--- config.mk ---
export PLATFORM = sky130hd
export DESIGN_NAME = issue_sequencer
export DESIGN_NICKNAME = d
export VERILOG_FILES = /design/src/rtl/issue_sequencer_pkg.sv /design/src/rtl/issue_decode.sv /design/src/rtl/issue_sequencer.sv
export SDC_FILE = /design/constraint.sdc
export NUM_CORES = 1
export LEC_CHECK = 0
export ABC_AREA = 1
export ABC_CLOCK_PERIOD_IN_PS = 1700
export CORE_MARGIN = 2
export CORE_UTILIZATION = 40
export DETAILED_ROUTE_END_ITERATION = 6
export GPL_ROUTABILITY_DRIVEN = 0
export PLACE_DENSITY = 0.78
export REMOVE_ABC_BUFFERS = 1
export SYNTH_ARGS = -nofsm -noshare
export SYNTH_HDL_FRONTEND = slang
export SYNTH_HIERARCHICAL = 1
export SYNTH_SLANG_ARGS = --single-unit
--- constraint.sdc ---
create_clock -name clk -period 1.7 [get_ports clk]
set_input_delay 0.255 -clock clk [delete_from_list [all_inputs] [get_ports clk]]
set_output_delay 0.255 -clock clk [all_outputs]
set_load 0.05 [all_outputs]
--- src/rtl/issue_sequencer_pkg.sv ---
// issue_sequencer_pkg: opcodes, FSM states and fault causes shared by the issue sequencer
package issue_sequencer_pkg;
  localparam logic [2:0] OP_NOP  = 3'b000;
  localparam logic [2:0] OP_ALU  = 3'b001;
  localparam logic [2:0] OP_LD   = 3'b010;
  localparam logic [2:0] OP_ST   = 3'b011;
  localparam logic [2:0] OP_HALT = 3'b100;
  localparam logic [1:0] FC_NONE    = 2'b00;
  localparam logic [1:0] FC_ISEGV   = 2'b01;
  localparam logic [1:0] FC_DSEGV   = 2'b10;
  localparam logic [1:0] FC_ILLEGAL = 2'b11;
  typedef enum logic [2:0] {S_FETCH, S_DECODE, S_EXEC, S_MEM, S_HALT, S_FAULT} state_t;
endpackage

--- src/rtl/issue_decode.sv ---
// issue_decode: combinational field extraction (w: instruction word -> opcode, alu_config, const_c, a/b/d selects)
module issue_decode
  import issue_sequencer_pkg::*;
#(
  parameter int IW = 32,
  parameter int RW = 4
) (
  input  logic [IW-1:0] w,
  output logic [2:0]    opcode,
  output logic [3:0]    alu_config,
  output logic          const_c,
  output logic [RW-1:0] a_select,
  output logic [RW-1:0] b_select,
  output logic [RW-1:0] d_select
);
  logic unused_low_bits;
  assign opcode          = w[IW-1 -: 3];
  assign alu_config      = w[IW-4 -: 4];
  assign const_c         = w[IW-8];
  assign a_select        = w[IW-9 -: RW];
  assign b_select        = w[IW-9-RW -: RW];
  assign d_select        = w[IW-9-2*RW -: RW];
  assign unused_low_bits = ^w;
endmodule

--- src/rtl/issue_sequencer.sv ---
// issue_sequencer: fetch/decode/exec/mem sequencer (fetch and data handshakes in; field selects, pulses, status, retire count out)
module issue_sequencer
  import issue_sequencer_pkg::*;
#(
  parameter int IW   = 32,
  parameter int NREG = 16,
  parameter int CW   = 32,
  localparam int RW  = $clog2(NREG)
) (
  input  logic          clk,
  input  logic          rst,
  input  logic [IW-1:0] instruction,
  input  logic          wait_instr,
  input  logic          instr_segv,
  input  logic          wait_data,
  input  logic          data_segv,
  output logic          instr_req,
  output logic          pc_inc,
  output logic [2:0]    opcode,
  output logic [3:0]    alu_config,
  output logic          const_c,
  output logic [RW-1:0] a_select,
  output logic [RW-1:0] b_select,
  output logic [RW-1:0] d_select,
  output logic          reg_write,
  output logic          ld,
  output logic          st,
  output logic          halted,
  output logic          fault,
  output logic [1:0]    fault_cause,
  output logic [CW-1:0] retired
);
  state_t        state;
  logic [IW-1:0] word;
  logic          mem_done;
  issue_decode #(.IW(IW), .RW(RW)) u_decode (
    .w(word), .opcode(opcode), .alu_config(alu_config), .const_c(const_c),
    .a_select(a_select), .b_select(b_select), .d_select(d_select)
  );
  // Pulses are gated by rst so a reset landing on a completing cycle aborts it cleanly.
  assign mem_done  = !rst && state == S_MEM && !wait_data && !data_segv;
  assign instr_req = !rst && state == S_FETCH;
  assign ld        = !rst && state == S_MEM && opcode == OP_LD;
  assign st        = !rst && state == S_MEM && opcode == OP_ST;
  assign pc_inc    = mem_done || (!rst && (state == S_EXEC || (state == S_DECODE && opcode == OP_NOP)));
  assign reg_write = (mem_done && opcode == OP_LD) || (!rst && state == S_EXEC);
  assign halted    = state == S_HALT;
  assign fault     = state == S_FAULT;
  always_ff @(posedge clk) begin
    if (rst) begin
      state       <= S_FETCH;
      word        <= '0;
      fault_cause <= FC_NONE;
      retired     <= '0;
    end else begin
      if (pc_inc) retired <= retired + CW'(1);
      case (state)
        S_FETCH: if (!wait_instr) begin
          word <= instruction;
          if (instr_segv) begin
            state       <= S_FAULT;
            fault_cause <= FC_ISEGV;
          end else state <= S_DECODE;
        end
        S_DECODE: if (opcode > OP_HALT) begin
          state       <= S_FAULT;
          fault_cause <= FC_ILLEGAL;
        end else state <= opcode == OP_NOP ? S_FETCH : opcode == OP_ALU ? S_EXEC : opcode == OP_HALT ? S_HALT : S_MEM;
        S_EXEC: state <= S_FETCH;
        S_MEM: if (!wait_data) begin
          if (data_segv) begin
            state       <= S_FAULT;
            fault_cause <= FC_DSEGV;
          end else state <= S_FETCH;
        end
        default: state <= state;
      endcase
    end
  end
endmodule

# After elaboration in Yosys (flattened, before gate mapping)
# Cells that the tools add are included.
[classes]
n_div = 0
add_sub_neg = 1
mux = 15
reduce_logical = 23
shifts = 0
multipliers = 0
eq_ne = 14
n_bitwise = 1
order_cmp = 1
[op_table]
columns = ["op", "count"]
rows = [
  ["adder 32 x 1 -> 32 bit, second input constant", 1],
  ["2-to-1 mux 3 bit", 8],
  ["== test 3 x 2 -> 1 bit, second input constant", 4],
  ["case mux 3 bit (4 select lines)", 1],
  ["logical AND 1 bit", 10],
  ["2-to-1 mux 2 bit", 5],
  ["== test 3 bit, second input constant", 3],
  ["!= test 2 bit, second input constant", 4],
  ["== test 3 x 1 -> 1 bit, second input constant", 2],
  ["zero test 3 bit", 2],
  ["case mux 2 bit (3 select lines)", 1],
  ["AND reduction 6 bit", 1],
  ["nonzero test 4 bit", 1],
  ["> comparator 3 bit, second input constant", 1],
  ["zero test 1 bit", 3],
  ["logical OR 1 bit", 3],
  ["AND reduction 3 bit", 1],
  ["nonzero test 3 bit", 1],
  ["!= test 2 x 1 -> 1 bit, second input constant", 1],
  ["AND reduction 2 bit", 1],
  ["inverter 1 bit", 1],
]
[totals]
output_inout_bits = 61
register_bits = 69
memories = 0
ramBits = 0
mem_bits_ro = 0
latchBits = 0

# Logic depth before layout (Yosys ltp)
[depth]
ltp_word = 6
mapped_depth = 10
depth_no_buf = 10

# By module
# The synthesis kept the hierarchy.
[by_module_without_submodules]
columns = ["mod", "cells_per_inst", "seq_area_each_um2", "n_inst", "area_each_um2"]
rows = [
  ["issue_sequencer", 515, 1381.3, 1, 3375.7],
  ["issue_decode", 20, 0.0, 1, 150.1],
]

# Worst setup path before layout
# Ideal clock, no wire load.
[synth_timing]
path_type = "register to output"
from = "reg word[31]"
to = "out reg_write"
stages_incl_launch_ff = 5
arrival_time_ns = 1.807
slack_ns = -0.362
cell_sequence = "dfxtp_1 -> buf_4 -> inv_1 -> nand3_1 -> o21ai_0"
[synth_between]
elab_chain_len = 3
[synth_lines]
columns = ["item", "line", "rtl"]
rows = [
  ["start: declaration", "issue_sequencer.sv:34", "logic [IW-1:0] word;"],
  ["start signal: assignment", "issue_sequencer.sv:59", "word <= instruction;"],
  ["== test 3 x 2 -> 1 bit", "issue_sequencer.sv:46", "assign reg_write = (mem_done && opcode == OP_LD) || (!rst && state == S_EXEC);"],
  ["logical AND 1 bit", "issue_sequencer.sv:46", ""],
  ["logical OR 1 bit", "issue_sequencer.sv:46", ""],
  ["end: declaration", "issue_sequencer.sv:25", "output logic reg_write,"],
]
# No other way between the ends.

# Final worst setup path
[layout_timing]
from = "reg state[2]"
to = "out reg_write"
[layout_between]
elab_chain_len = 6
word_cells_on_any_way = 8
cone_classes = "eq/ne: 2; reduce/logical: 6"
[layout_lines]
columns = ["item", "line", "rtl"]
rows = [
  ["start: declaration", "issue_sequencer.sv:33", "state_t state;"],
  ["start signal: assignment", "issue_sequencer.sv:68", "end else state <= opcode == OP_NOP ? S_FETCH : opcode == OP_ALU ? S_EXEC : opcode == OP_HALT ? S_HALT : S_MEM;"],
  ["start signal: assignment", "issue_sequencer.sv:76", "default: state <= state;"],
  ["== test 3 x 2 -> 1 bit", "issue_sequencer.sv:41", "assign mem_done = !rst && state == S_MEM && !wait_data && !data_segv;"],
  ["logical AND 1 bit (3 in a row)", "issue_sequencer.sv:41", ""],
  ["logical AND 1 bit", "issue_sequencer.sv:46", ""],
  ["logical OR 1 bit (*)", "issue_sequencer.sv:46", ""],
]
# Every way passes the cells marked *; elsewhere a longest branch is shown, timed or not.

==> metrics.json <==
{
  "run_status": {"value": "finished, violations left"},
  "failing_checks": {"value": "setup timing"},
  "cp_data_required_time": {"value": 1440, "unit": "ps"},
  "syn_inst": {"value": 487},
  "cap_viol_max_count": {"value": 0},
  "grt_busiest_layer": {"value": "met2"},
  "share_of_post_route_cells_with_drive_strength_above_1": {"value": 23.3, "unit": "%"},
  "worstMarginPinSlew": {"value": 396, "unit": "ps"},
  "count_of_fill_cells_added_during_filler_insertion": {"value": 703},
  "clk_root_buffer_cell": {"value": "clkbuf_8"},
  "placement.io_buffers": {"value": 86},
  "place.detailed.instances": {"value": 652},
  "layout.area.seq": {"value": 1150, "unit": "µm²"},
  "grt.met1_usage": {"value": 23.1, "unit": "%"},
  "worstSetupEndpointType": {"value": "output port"},
  "placed_cell_area": {"value": 3910, "unit": "µm²"},
  "finalWirelength": {"value": 8190, "unit": "µm"},
  "grt_pass1_wl": {"value": 13700, "unit": "µm"},
  "cts_tree": {"value": "built"},
  "cellPowerDensity": {"value": 995, "unit": "nW/µm²"},
  "dpl.hpwl": {"value": 5870, "unit": "µm"},
  "number_of_global_route_vias_before_repair": {"value": 3127},
  "clock_sink_count": {"value": 57},
  "synth.yosys.warnings": {"value": 6},
  "rsz0062_at_grt": {"value": "true"},
  "holdCritStartpoint": {"value": "rst"},
  "core_footprint": {"value": 7650, "unit": "µm²"},
  "maximum_number_of_pins_on_one_net_before_global_route_repair": {"value": 31},
  "row_count": {"value": 32},
  "finClkSkew": {"value": 8.69, "unit": "ps"},
  "fp.dieArea": {"value": 8520, "unit": "µm²"},
  "r2r-end": {"value": "state[0]"},
  "hp-class": {"value": "in2reg"},
  "grt.total_usage": {"value": 20.0, "unit": "%"},
  "tritoncts.num_buffers": {"value": 9},
  "number_of_antenna_violations_at_the_first_check_in_global_routing": {"value": 0},
  "h-tree-depth": {"value": 3},
  "areaGrowthSynthToFinish": {"value": 35.0, "unit": "%"},
  "timing.final.max_slew_violations": {"value": 0},
  "max-slew-margin-rel": {"value": 73.3, "unit": "%"},
  "report.final.setup_viol": {"value": 1},
  "grt_util_met2": {"value": 33.9, "unit": "%"},
  "final-hold-violation-count": {"value": 0},
  "chipHeight": {"value": 92.3, "unit": "µm"},
  "multi_input_comb_area": {"value": 1590, "unit": "µm²"},
  "start_util": {"value": 40.8, "unit": "%"},
  "die_w": {"value": 92.3, "unit": "µm"},
  "final.period_utilization": {"value": 102, "unit": "%"},
  "power.static_leakage": {"value": 1.81, "unit": "nW"},
  "holdPathEnd": {"value": "state[2]"},
  "met3_usage": {"value": 5.45, "unit": "%"},
  "remaining_drc_errors": {"value": 0},
  "finish.net_count": {"value": 605},
  "hold_path_depth": {"value": 4},
  "rrSetupSlack": {"value": 100, "unit": "ps"},
  "postLayoutCoreUtil": {"value": 55.1, "unit": "%"},
  "grt-ovfl-total": {"value": 0},
  "avg_cell_area_syn": {"value": 6.41, "unit": "µm²"},
  "finish.cell_count_without_fillers": {"value": 673},
  "cts.hold.buffers_added": {"value": 0},
  "irDropWorstVdd": {"value": 0.791, "unit": "mV"},
  "cell_by_cell_trace_of_the_critical_path": {"value": "inv_2 -> nand2_4 -> nor2_4 -> nand3_4 -> o21ai_2 -> buf_4 -> buf_12"},
  "clock_tree.buffer_depth": {"value": 2},
  "postRouteAntennaNets": {"value": 0},
  "drtIter0Drc": {"value": 223},
  "first_pass_drt_iterations": {"value": 4},
  "min_period": {"value": 1730, "unit": "ps"},
  "crit_path_top_delay_cell": {"value": "dfxtp_2"},
  "avgViaCountPerCell": {"value": 4.98},
  "fin_tns_setup": {"value": -33.8, "unit": "ps"},
  "rr_worst_depth": {"value": 9},
  "ios": {"value": 99},
  "critPathKind": {"value": "reg2out"},
  "route.detailed.wl_per_inst": {"value": 12.2, "unit": "µm"},
  "fin_total_pwr": {"value": 4.19, "unit": "mW"},
  "crit_path_max_fanout": {"value": 3},
  "final.setup.worst_slack": {"value": -33.8, "unit": "ps"},
  "r2r-start": {"value": "state[2]"},
  "critical_path.startpoint_type": {"value": "flip-flop"},
  "data_arrival_time_at_the_worst_slack_endpoint": {"value": 1480, "unit": "ps"},
  "cp_slowest_stage_delay": {"value": 330, "unit": "ps"},
  "synth.cell_area": {"value": 3120, "unit": "µm²"},
  "fin_area": {"value": 4210, "unit": "µm²"},
  "antenna-diode-count": {"value": 0},
  "cts.reportedPaths.clkPinSlew": {"value": 60, "unit": "ps"},
  "max_freq": {"value": 577, "unit": "MHz"},
  "clock_insertion_delay_at_the_later_pin_of_the_skew_report": {"value": 350, "unit": "ps"},
  "vias": {"value": 3354}
}
==> through the flow <==
stage          setup slack, ps  hold slack [ps]
3_3_place_gp              -116              449
3_5_place_dp              -157              456
6_report                 -33.8              285
4_1_cts                  -36.3              467
2_1_floorplan             -628              317
5_1_grt                  -70.9              323
==> final cells by class <==
cell class	instances	share of cell area (%)
multi-input cells	345	37.7
inverters	42	3.74
clock inverters	2	0.238
repair buffers	111	23.7
well taps	102	3.03
clock buffers	14	4.34
flip-flops and latches	57	27.3
==> where the power goes <==
part | switching [mW] | total [mW] | internal (mW)
combinational | 0.933 | 1.43 | 0.494
clock | 0.549 | 1.23 | 0.684
sequential | 0.0836 | 1.53 | 1.45
==> layer usage <==
metal / routed length [µm] / share of wire [%]
met5: 0 / 0
met4: 221 / 2.7
met1: 3490 / 43
met3: 543 / 6.6
met2: 3940 / 48
==> critical path, delay by kind of cell (launching register included) <==
kind	cells	cell delay (ps)
compound gates	1	140
buf+inv	3	340
simple gates	3	320
flops	1	330
==> registers in the layout (all words and copies together), names as in the netlist <==
name	cells
fault_cause	2
retired	32
state	3
word	20
==> repair_timing <==
action,4_1_cts,5_1_grt
setup endpoints to repair,4,36
pin swaps,2,4
cloned,0,0
resized for setup,9,17
buffers inserted,3,2
==> layout by cell type (no fill, tap or decap), drive strengths merged <==
cell and instances:
nand3 56, ha 1, buf 86, clkinv 2, clkbuf 14, inv 42
nand4 6, xnor2 1, o21ai 13, a21oi 50, clkdlybuf4s50 24, dlymetal6s2s 1
nand2 114, dfxtp 57, nor2 95, nor3 4, nand3b 5
==> worst max path at each step <==
stage                        endpoint  startpoint
final                       reg_write    state[2]
after global routing        reg_write    state[2]
after CTS                      pc_inc    state[2]
after detailed placement  retired[14]         rst
after global placement    retired[19]         rst
after floorplan           retired[21]    word[31]
Power figures use the tool's default switching activity.
